### config.mk
export PLATFORM = sky130hd
export DESIGN_NAME = router_stat_serializer
export DESIGN_NICKNAME = d
export VERILOG_FILES = /design/src/rtl/router_stat_pkg.sv /design/src/rtl/router_stat_snapshot.sv /design/src/rtl/router_stat_serializer.sv
export SDC_FILE = /design/constraint.sdc
export NUM_CORES = 2
export LEC_CHECK = 0
export CAP_MARGIN = 30
export CORE_MARGIN = 4
export CORE_UTILIZATION = 50
export CTS_CLUSTER_DIAMETER = 200
export DETAILED_ROUTE_END_ITERATION = 6
export PLACE_DENSITY = 0.7
export SLEW_MARGIN = 20
export SYNTH_ARGS = -nofsm -noshare
export SYNTH_HDL_FRONTEND = slang
export SYNTH_HIERARCHICAL = 1
export SYNTH_SLANG_ARGS = --single-unit
### constraint.sdc
create_clock -name clk_i -period 3.6 [get_ports clk_i]
set_input_delay 0.54 -clock clk_i [delete_from_list [all_inputs] [get_ports clk_i]]
set_output_delay 0.54 -clock clk_i [all_outputs]
set_load 0.02 [all_outputs]
### src/rtl/router_stat_pkg.sv
// Shared types for the router stat profiler, serializer and trace sinks.
//   router_stat_rec_s   : one streamed record (default widths: 32-bit counters, 5 directions)
//   router_dir_e        : mesh-router output direction order
//   router_stat_state_e : serializer FSM states
package router_stat_pkg;

   localparam int unsigned gctr_width_lp = 32;
   localparam int unsigned stat_width_lp = 32;
   localparam int unsigned dir_width_lp  = 3;

   typedef enum logic [dir_width_lp-1:0] {
      DirP = 3'd0,
      DirW = 3'd1,
      DirE = 3'd2,
      DirN = 3'd3,
      DirS = 3'd4
   } router_dir_e;

   typedef enum logic [0:0] {
      StIdle,
      StSend
   } router_stat_state_e;

   typedef struct packed {
      logic [gctr_width_lp-1:0] global_ctr;
      logic [dir_width_lp-1:0]  dir;
      logic [stat_width_lp-1:0] idle;
      logic [stat_width_lp-1:0] utilized;
      logic [stat_width_lp-1:0] stalled;
      logic [stat_width_lp-1:0] arbitrated;
   } router_stat_rec_s;

endpackage

### src/rtl/router_stat_snapshot.sv
// Snapshot register bank: current and previous copies of all four stat counters for every
// direction, plus one modulo-2^ctr_width_p subtractor per field and direction.
//   clk_i, reset_n_i : clock, synchronous active-low reset (clears both banks)
//   load_i           : capture live counters into cur, shift old cur into prev
//   idle_i .. arbitrated_i : live counters, direction d at bits [d*ctr_width_p +: ctr_width_p]
//   delta_o          : cur - prev, field f / direction d at [(f*dirs_p + d)*ctr_width_p +: ctr]
//                      with field order idle=0, utilized=1, stalled=2, arbitrated=3
module router_stat_snapshot #(
   parameter int unsigned dirs_p      = 5,
   parameter int unsigned ctr_width_p = 32,
   parameter int unsigned delta_p     = 1
) (
   input  logic                            clk_i,
   input  logic                            reset_n_i,
   input  logic                            load_i,
   input  logic [dirs_p*ctr_width_p-1:0]   idle_i,
   input  logic [dirs_p*ctr_width_p-1:0]   utilized_i,
   input  logic [dirs_p*ctr_width_p-1:0]   stalled_i,
   input  logic [dirs_p*ctr_width_p-1:0]   arbitrated_i,
   output logic [4*dirs_p*ctr_width_p-1:0] delta_o
);

   logic [3:0][dirs_p-1:0][ctr_width_p-1:0] live;
   logic [3:0][dirs_p-1:0][ctr_width_p-1:0] cur_q;
   logic [3:0][dirs_p-1:0][ctr_width_p-1:0] prev_q;
   logic [3:0][dirs_p-1:0][ctr_width_p-1:0] delta;

   assign live = {arbitrated_i, stalled_i, utilized_i, idle_i};

   always_ff @(posedge clk_i) begin
      if (!reset_n_i) begin
         cur_q  <= '0;
         prev_q <= '0;
      end else if (load_i) begin
         cur_q  <= live;
         // Absolute mode: prev stays zero so the subtractors pass cur straight through.
         prev_q <= (delta_p != 0) ? cur_q : '0;
      end
   end

   // Plain unsigned subtraction wraps, so a counter rollover still yields the true delta.
   always_comb begin
      delta = '0;
      for (int f = 0; f < 4; f++) begin
         for (int d = 0; d < int'(dirs_p); d++) begin
            delta[f][d] = cur_q[f][d] - prev_q[f][d];
         end
      end
   end

   assign delta_o = delta;

endmodule

### src/rtl/router_stat_serializer.sv
// Streams one stat record per output direction after each dump strobe.
//   clk_i, reset_n_i : clock, synchronous active-low reset
//   snap_v_i         : one-cycle dump strobe; ignored (and counted) while a dump is streaming
//   global_ctr_i     : global cycle counter, latched with the snapshot
//   idle_i .. arbitrated_i : live counters, direction d at bits [d*ctr_width_p +: ctr_width_p]
//   v_o, data_o, ready_i   : record stream {global_ctr, dir, idle, utilized, stalled, arbitrated}
//                            (matches router_stat_rec_s for default parameters)
//   busy_o           : high while a snapshot is being streamed
//   drop_count_o     : saturating count of dropped strobes
module router_stat_serializer
   import router_stat_pkg::*;
#(
   parameter int unsigned dims_p       = 2,
   parameter int unsigned ctr_width_p  = 32,
   parameter int unsigned delta_p      = 1,
   parameter int unsigned drop_width_p = 16,
   localparam int unsigned dirs_lp      = 1 + 2 * dims_p,
   localparam int unsigned dir_width_lp = $clog2(dirs_lp),
   localparam int unsigned rec_width_lp = gctr_width_lp + dir_width_lp + 4 * ctr_width_p
) (
   input  logic                           clk_i,
   input  logic                           reset_n_i,
   input  logic                           snap_v_i,
   input  logic [gctr_width_lp-1:0]       global_ctr_i,
   input  logic [dirs_lp*ctr_width_p-1:0] idle_i,
   input  logic [dirs_lp*ctr_width_p-1:0] utilized_i,
   input  logic [dirs_lp*ctr_width_p-1:0] stalled_i,
   input  logic [dirs_lp*ctr_width_p-1:0] arbitrated_i,
   output logic                           v_o,
   output logic [rec_width_lp-1:0]        data_o,
   input  logic                           ready_i,
   output logic                           busy_o,
   output logic [drop_width_p-1:0]        drop_count_o
);

   router_stat_state_e state_q, state_d;
   logic [dir_width_lp-1:0]  dir_q, dir_d;
   logic [gctr_width_lp-1:0] gctr_q;
   logic [drop_width_p-1:0]  drop_q;
   logic                     load;
   logic                     drop;

   logic [4*dirs_lp*ctr_width_p-1:0]         delta_flat;
   logic [3:0][dirs_lp-1:0][ctr_width_p-1:0] delta;

   router_stat_snapshot #(
      .dirs_p      (dirs_lp),
      .ctr_width_p (ctr_width_p),
      .delta_p     (delta_p)
   ) u_snapshot (
      .clk_i        (clk_i),
      .reset_n_i    (reset_n_i),
      .load_i       (load),
      .idle_i       (idle_i),
      .utilized_i   (utilized_i),
      .stalled_i    (stalled_i),
      .arbitrated_i (arbitrated_i),
      .delta_o      (delta_flat)
   );

   assign delta = delta_flat;

   always_comb begin
      state_d = state_q;
      dir_d   = dir_q;
      load    = 1'b0;
      drop    = 1'b0;
      v_o     = 1'b0;
      unique case (state_q)
         StIdle: begin
            if (snap_v_i) begin
               load    = 1'b1;
               dir_d   = '0;
               state_d = StSend;
            end
         end
         StSend: begin
            v_o  = 1'b1;
            // A strobe on the final handshake cycle is still dropped.
            drop = snap_v_i;
            if (ready_i) begin
               if (dir_q == dir_width_lp'(dirs_lp - 1)) begin
                  state_d = StIdle;
               end else begin
                  dir_d = dir_q + 1'b1;
               end
            end
         end
         default: state_d = StIdle;
      endcase
   end

   always_ff @(posedge clk_i) begin
      if (!reset_n_i) begin
         state_q <= StIdle;
         dir_q   <= '0;
         gctr_q  <= '0;
         drop_q  <= '0;
      end else begin
         state_q <= state_d;
         dir_q   <= dir_d;
         if (load) begin
            gctr_q <= global_ctr_i;
         end
         if (drop && (drop_q != '1)) begin
            drop_q <= drop_q + 1'b1;
         end
      end
   end

   assign data_o = {gctr_q, dir_q, delta[0][dir_q], delta[1][dir_q], delta[2][dir_q],
                    delta[3][dir_q]};

   assign busy_o       = (state_q == StSend);
   assign drop_count_o = drop_q;

endmodule

==> flow_summary.ini <==
[outcome]
outcome = finished, violations left
violations = negative setup slack

[timing]
fin_ws_ns = -1.46
grt_setup_unrepaired = true
period_share_pct = 141
worst_slew_pin_slew_ns = 0.899
finalCriticalPeriod_ns = 5.06
slew_headroom_pct = 38.5
max_freq_mhz = 198
hold_viol = 0
timing.final.setup_violations = 113
timing.final.max_slew_violations = 0
worst_clock_skew_ns = 0.0215

[detailed_routing]
drc = 0
vias_per_cell = 5.27
num_vias = 78145
initial_detailed_routing_violation_count = 4485
avgRoutedWirePerCell_um = 19.8
wl_mm = 293
detail_route.first_pass.iterations = 6
final_antenna_net_count = 0

[clock_network]
cts.path.max_buffers = 3
clock_tree.root_cell = sky130_fd_sc_hd__clkbuf_16
cts-htree-levels = 4
clkLatencyLatePin_ns = 0.80
numCtsBuffers = 157
cts_tree = yes
cts.reportedPaths.clkPinSlew_ns = 0.06
clock_sink_count = 1332

[yosys]
synth_cell_type_count = 85
synth.top_cells.by_area = sky130_fd_sc_hd__dfxtp_1 31%, sky130_fd_sc_hd__mux2i_1 15%, sky130_fd_sc_hd__nor2b_1 9.9%, sky130_fd_sc_hd__ha_1 9.0%, sky130_fd_sc_hd__inv_1 4.1%
asyncSetResetFlopFracSynth_pct = 0
post_synth.cell_area_avg_um2 = 8.92
synth.ff_latch_count = 1332
yosysWarningCount = 6
top_ff_cell_synth = sky130_fd_sc_hd__dfxtp_1
synth_fp_nets = 11004
post-synth-top-area-cell = sky130_fd_sc_hd__dfxtp_1
post-synth-top-area-fraction_pct = 30.9
synth_seq_area_share_pct = 30.9
syn-cell-area_um2 = 86300
synth_enable_flop_cells = 0
syn-instance-count = 9685

[job]
max-cap-violations = 0

[floorplanning]
horizontal_die_dimension_um = 424
fp.dieH_um = 424
cell_row_count = 152
io-pin-count = 857
design.die.area_um2 = 179000
floorplan.initialDensity_pct = 50.3
core_area_um2 = 172000

[worst_setup_path]
critical_path_required_time_ns = 3.06
critPathSlowestCell = sky130_fd_sc_hd__mux4_2
setup.worst_path.start_class = flip-flop
cells_traversed_along_the_worst_timing_path = ha_4 > fa_2 > nor2b_1 > o21a_1 > a311o_1 > o31a_1 > a21oi_2 > buf_6 > nor3_4 > o311a_1 > o21a_1 > a21oi_2 > xnor2_1 > mux4_2 > inv_2 > o21ai_4 > clkdlybuf4s15_2
critical_path.max_stage_delay_ns = 0.48
critPathMaxFanout = 3
worst-path-buf-inv = 3
timing_worst_setup_path_type = reg -> out
worst_path_dominant_cell_family = compound AO/OA/AOI/OAI gates
worst-endpoint-arrival_ns = 4.52
endpoint_kind = output pin

[placement]
dp_hpwl_mm = 225
placement.io_buffers = 856
post_dp_cell_area_um2 = 111000
gp_congestion = 0.983

[cells_and_area]
layout_commonest_cell = sky130_fd_sc_hd__buf_4
drive_gt1_share_pct = 26.3
layout.cells.most_common_list = 1,995 x sky130_fd_sc_hd__buf_4, 1,344 x sky130_fd_sc_hd__nor2b_1, 1,285 x sky130_fd_sc_hd__mux2i_1
design.final.nets = 13657
postLayoutCellArea_um2 = 122000
flow.area_growth_from_synthesis_pct = 40.8

[pwr]
cell_internal_pwr_uw = 38300
p_leak_uw = 0.0531
share_clk_of_total_power_pct = 29.9
power.sequential.fraction_pct = 27.8
power_uw = 57400
relative_contribution_of_combinational_cells_to_total_power_pct = 42.3
netSwitchingFraction_pct = 33.2
max-vdd-ir-drop_mv = 0.480
power_density_over_cell_area_nw_per_um2 = 472
power_switching_uw = 19100

[grt]
largest_net_degree_at_the_start_of_global_routing = 205
grt_first_pass_wirelength_mm = 444
number_of_global_route_vias_before_repair = 78901
global_route.overflow_total = 0
grt_use_total_pct = 31.2
antenna_found_initial = 66

[hold_path]
min_path_type = in -> reg
-- cell type report --
cell class,count,area [um^2]
multi-input combinational,6999,58100
fill,13397,50200
sequential,1332,26800
timing repair buffer,2899,24500
clock buffer,226,4690
inverter,949,3580
tap,2310,2890
clock inverter,63,875
antenna,47,118
-- cell usage after synthesis, types with 9 or more instances --
library cell and count:
sky130_fd_sc_hd__or3_1 23, sky130_fd_sc_hd__a31o_2 12, sky130_fd_sc_hd__and3_1 74, sky130_fd_sc_hd__a21oi_1 553, sky130_fd_sc_hd__a211o_1 9, sky130_fd_sc_hd__and4_1 12, sky130_fd_sc_hd__nand4_1 58, sky130_fd_sc_hd__o21ai_0 396
sky130_fd_sc_hd__o211ai_1 41, sky130_fd_sc_hd__xnor2_1 384, sky130_fd_sc_hd__dfxtp_1 1332, sky130_fd_sc_hd__nand2b_1 90, sky130_fd_sc_hd__fa_1 20, sky130_fd_sc_hd__a41oi_1 11, sky130_fd_sc_hd__nor3_1 58, sky130_fd_sc_hd__xor2_1 171
sky130_fd_sc_hd__o31ai_1 27, sky130_fd_sc_hd__a211oi_1 44, sky130_fd_sc_hd__nand2_1 446, sky130_fd_sc_hd__o31a_1 16, sky130_fd_sc_hd__clkbuf_1 278, sky130_fd_sc_hd__inv_1 948, sky130_fd_sc_hd__nor2_1 256, sky130_fd_sc_hd__a21o_1 335
sky130_fd_sc_hd__nand3_1 102, sky130_fd_sc_hd__buf_4 12, sky130_fd_sc_hd__ha_1 623, sky130_fd_sc_hd__a21boi_0 17, sky130_fd_sc_hd__o21a_1 89, sky130_fd_sc_hd__buf_2 30, sky130_fd_sc_hd__buf_1 85, sky130_fd_sc_hd__o21ai_1 15
sky130_fd_sc_hd__a311oi_1 10, sky130_fd_sc_hd__mux4_2 128, sky130_fd_sc_hd__nor2b_1 1363, sky130_fd_sc_hd__a2111oi_0 13, sky130_fd_sc_hd__mux2i_1 1285, sky130_fd_sc_hd__a31oi_1 57, sky130_fd_sc_hd__a221o_1 9, sky130_fd_sc_hd__or2_2 16
sky130_fd_sc_hd__and2_1 35, sky130_fd_sc_hd__o21bai_1 66
-- layer usage --
metal	GRT usage, %	vias to the layer above	part of all wire, %
met1	37.4	37178	41
met3	4.01	591	4.2
li1	-	38561	-
met2	52.8	1809	47
met5	0	-	0.012
met4	20.2	6	7.1
-- flip-flops by register name, summed over array words and instances, names as in the netlist --
signal / count
u_snapshot/cur_q: 640
u_snapshot/prev_q: 640
gctr_q: 32
drop_count_o: 16
dir_q: 3
busy_o: 1
-- power groups by stage --
stage	combinational [uW]	clock [uW]	sequential, uW
6_report	24300	17100	16000
5_1_grt	25800	18100	16100
4_1_cts	23100	17500	16000
3_5_place_dp	21700	0	16300
3_3_place_gp	21400	0	16200
2_1_floorplan	12000	0	16200
-- worst paths after layout --
check,start,to,slack (ns),cells after the start
max,u_snapshot/prev_q[352],data_o[60],-1.46,17
min,reset_n_i,drop_count_o[9],0.18,3
max reg2reg,busy_o,gctr_q[18],1.20,5
min reg2reg,gctr_q[29],gctr_q[29],0.46,2
-- stage by stage --
stage | cells | util, % | hold slack [ns] | worst slack, ns | setup TNS, ns
after floorplan | 9685 | - | 0.483 | -0.167 | -0.518
after global placement | 14340 | 64.8 | 0.442 | -1.18 | -70.94
after detailed placement | 14340 | 64.8 | 0.448 | -1.22 | -74.85
after CTS | 14731 | 69.7 | 0.168 | -1.47 | -114.57
after global routing | 14820 | 70.8 | 0.181 | -1.60 | -130.16
final | 14825 | 70.8 | 0.184 | -1.46 | -111.73
-- tightest hold or removal path, delay by kind of cell --
family	cells	cell delay, ns
simple gates	1	0.13
buf+inv	1	0.20
mux	1	0.06
-- kinds of logic after synthesis --
| family | Yosys count | share of synthesized area (%) |
|---|---|---|
| AND/OR/NAND/NOR | 2572 | 16.5 |
| AO/OA/AOI/OAI | 1816 | 13.3 |
| multiplexers | 1413 | 18.2 |
| buffers and inverters | 1354 | 5.98 |
| flip-flops | 1332 | 30.9 |
| adder cells (fa/ha/maj) | 643 | 9.49 |
| XOR/XNOR | 555 | 5.63 |
-- repair_timing --
action,4_1_cts,5_1_grt
gates resized for setup,1122,304
hold buffers,0,0
setup buffers,110,56
pin swaps,276,203
endpoints found under the setup margin,128,121
cloned,1,0
No activity file was read; power rests on OpenSTA's default activity.
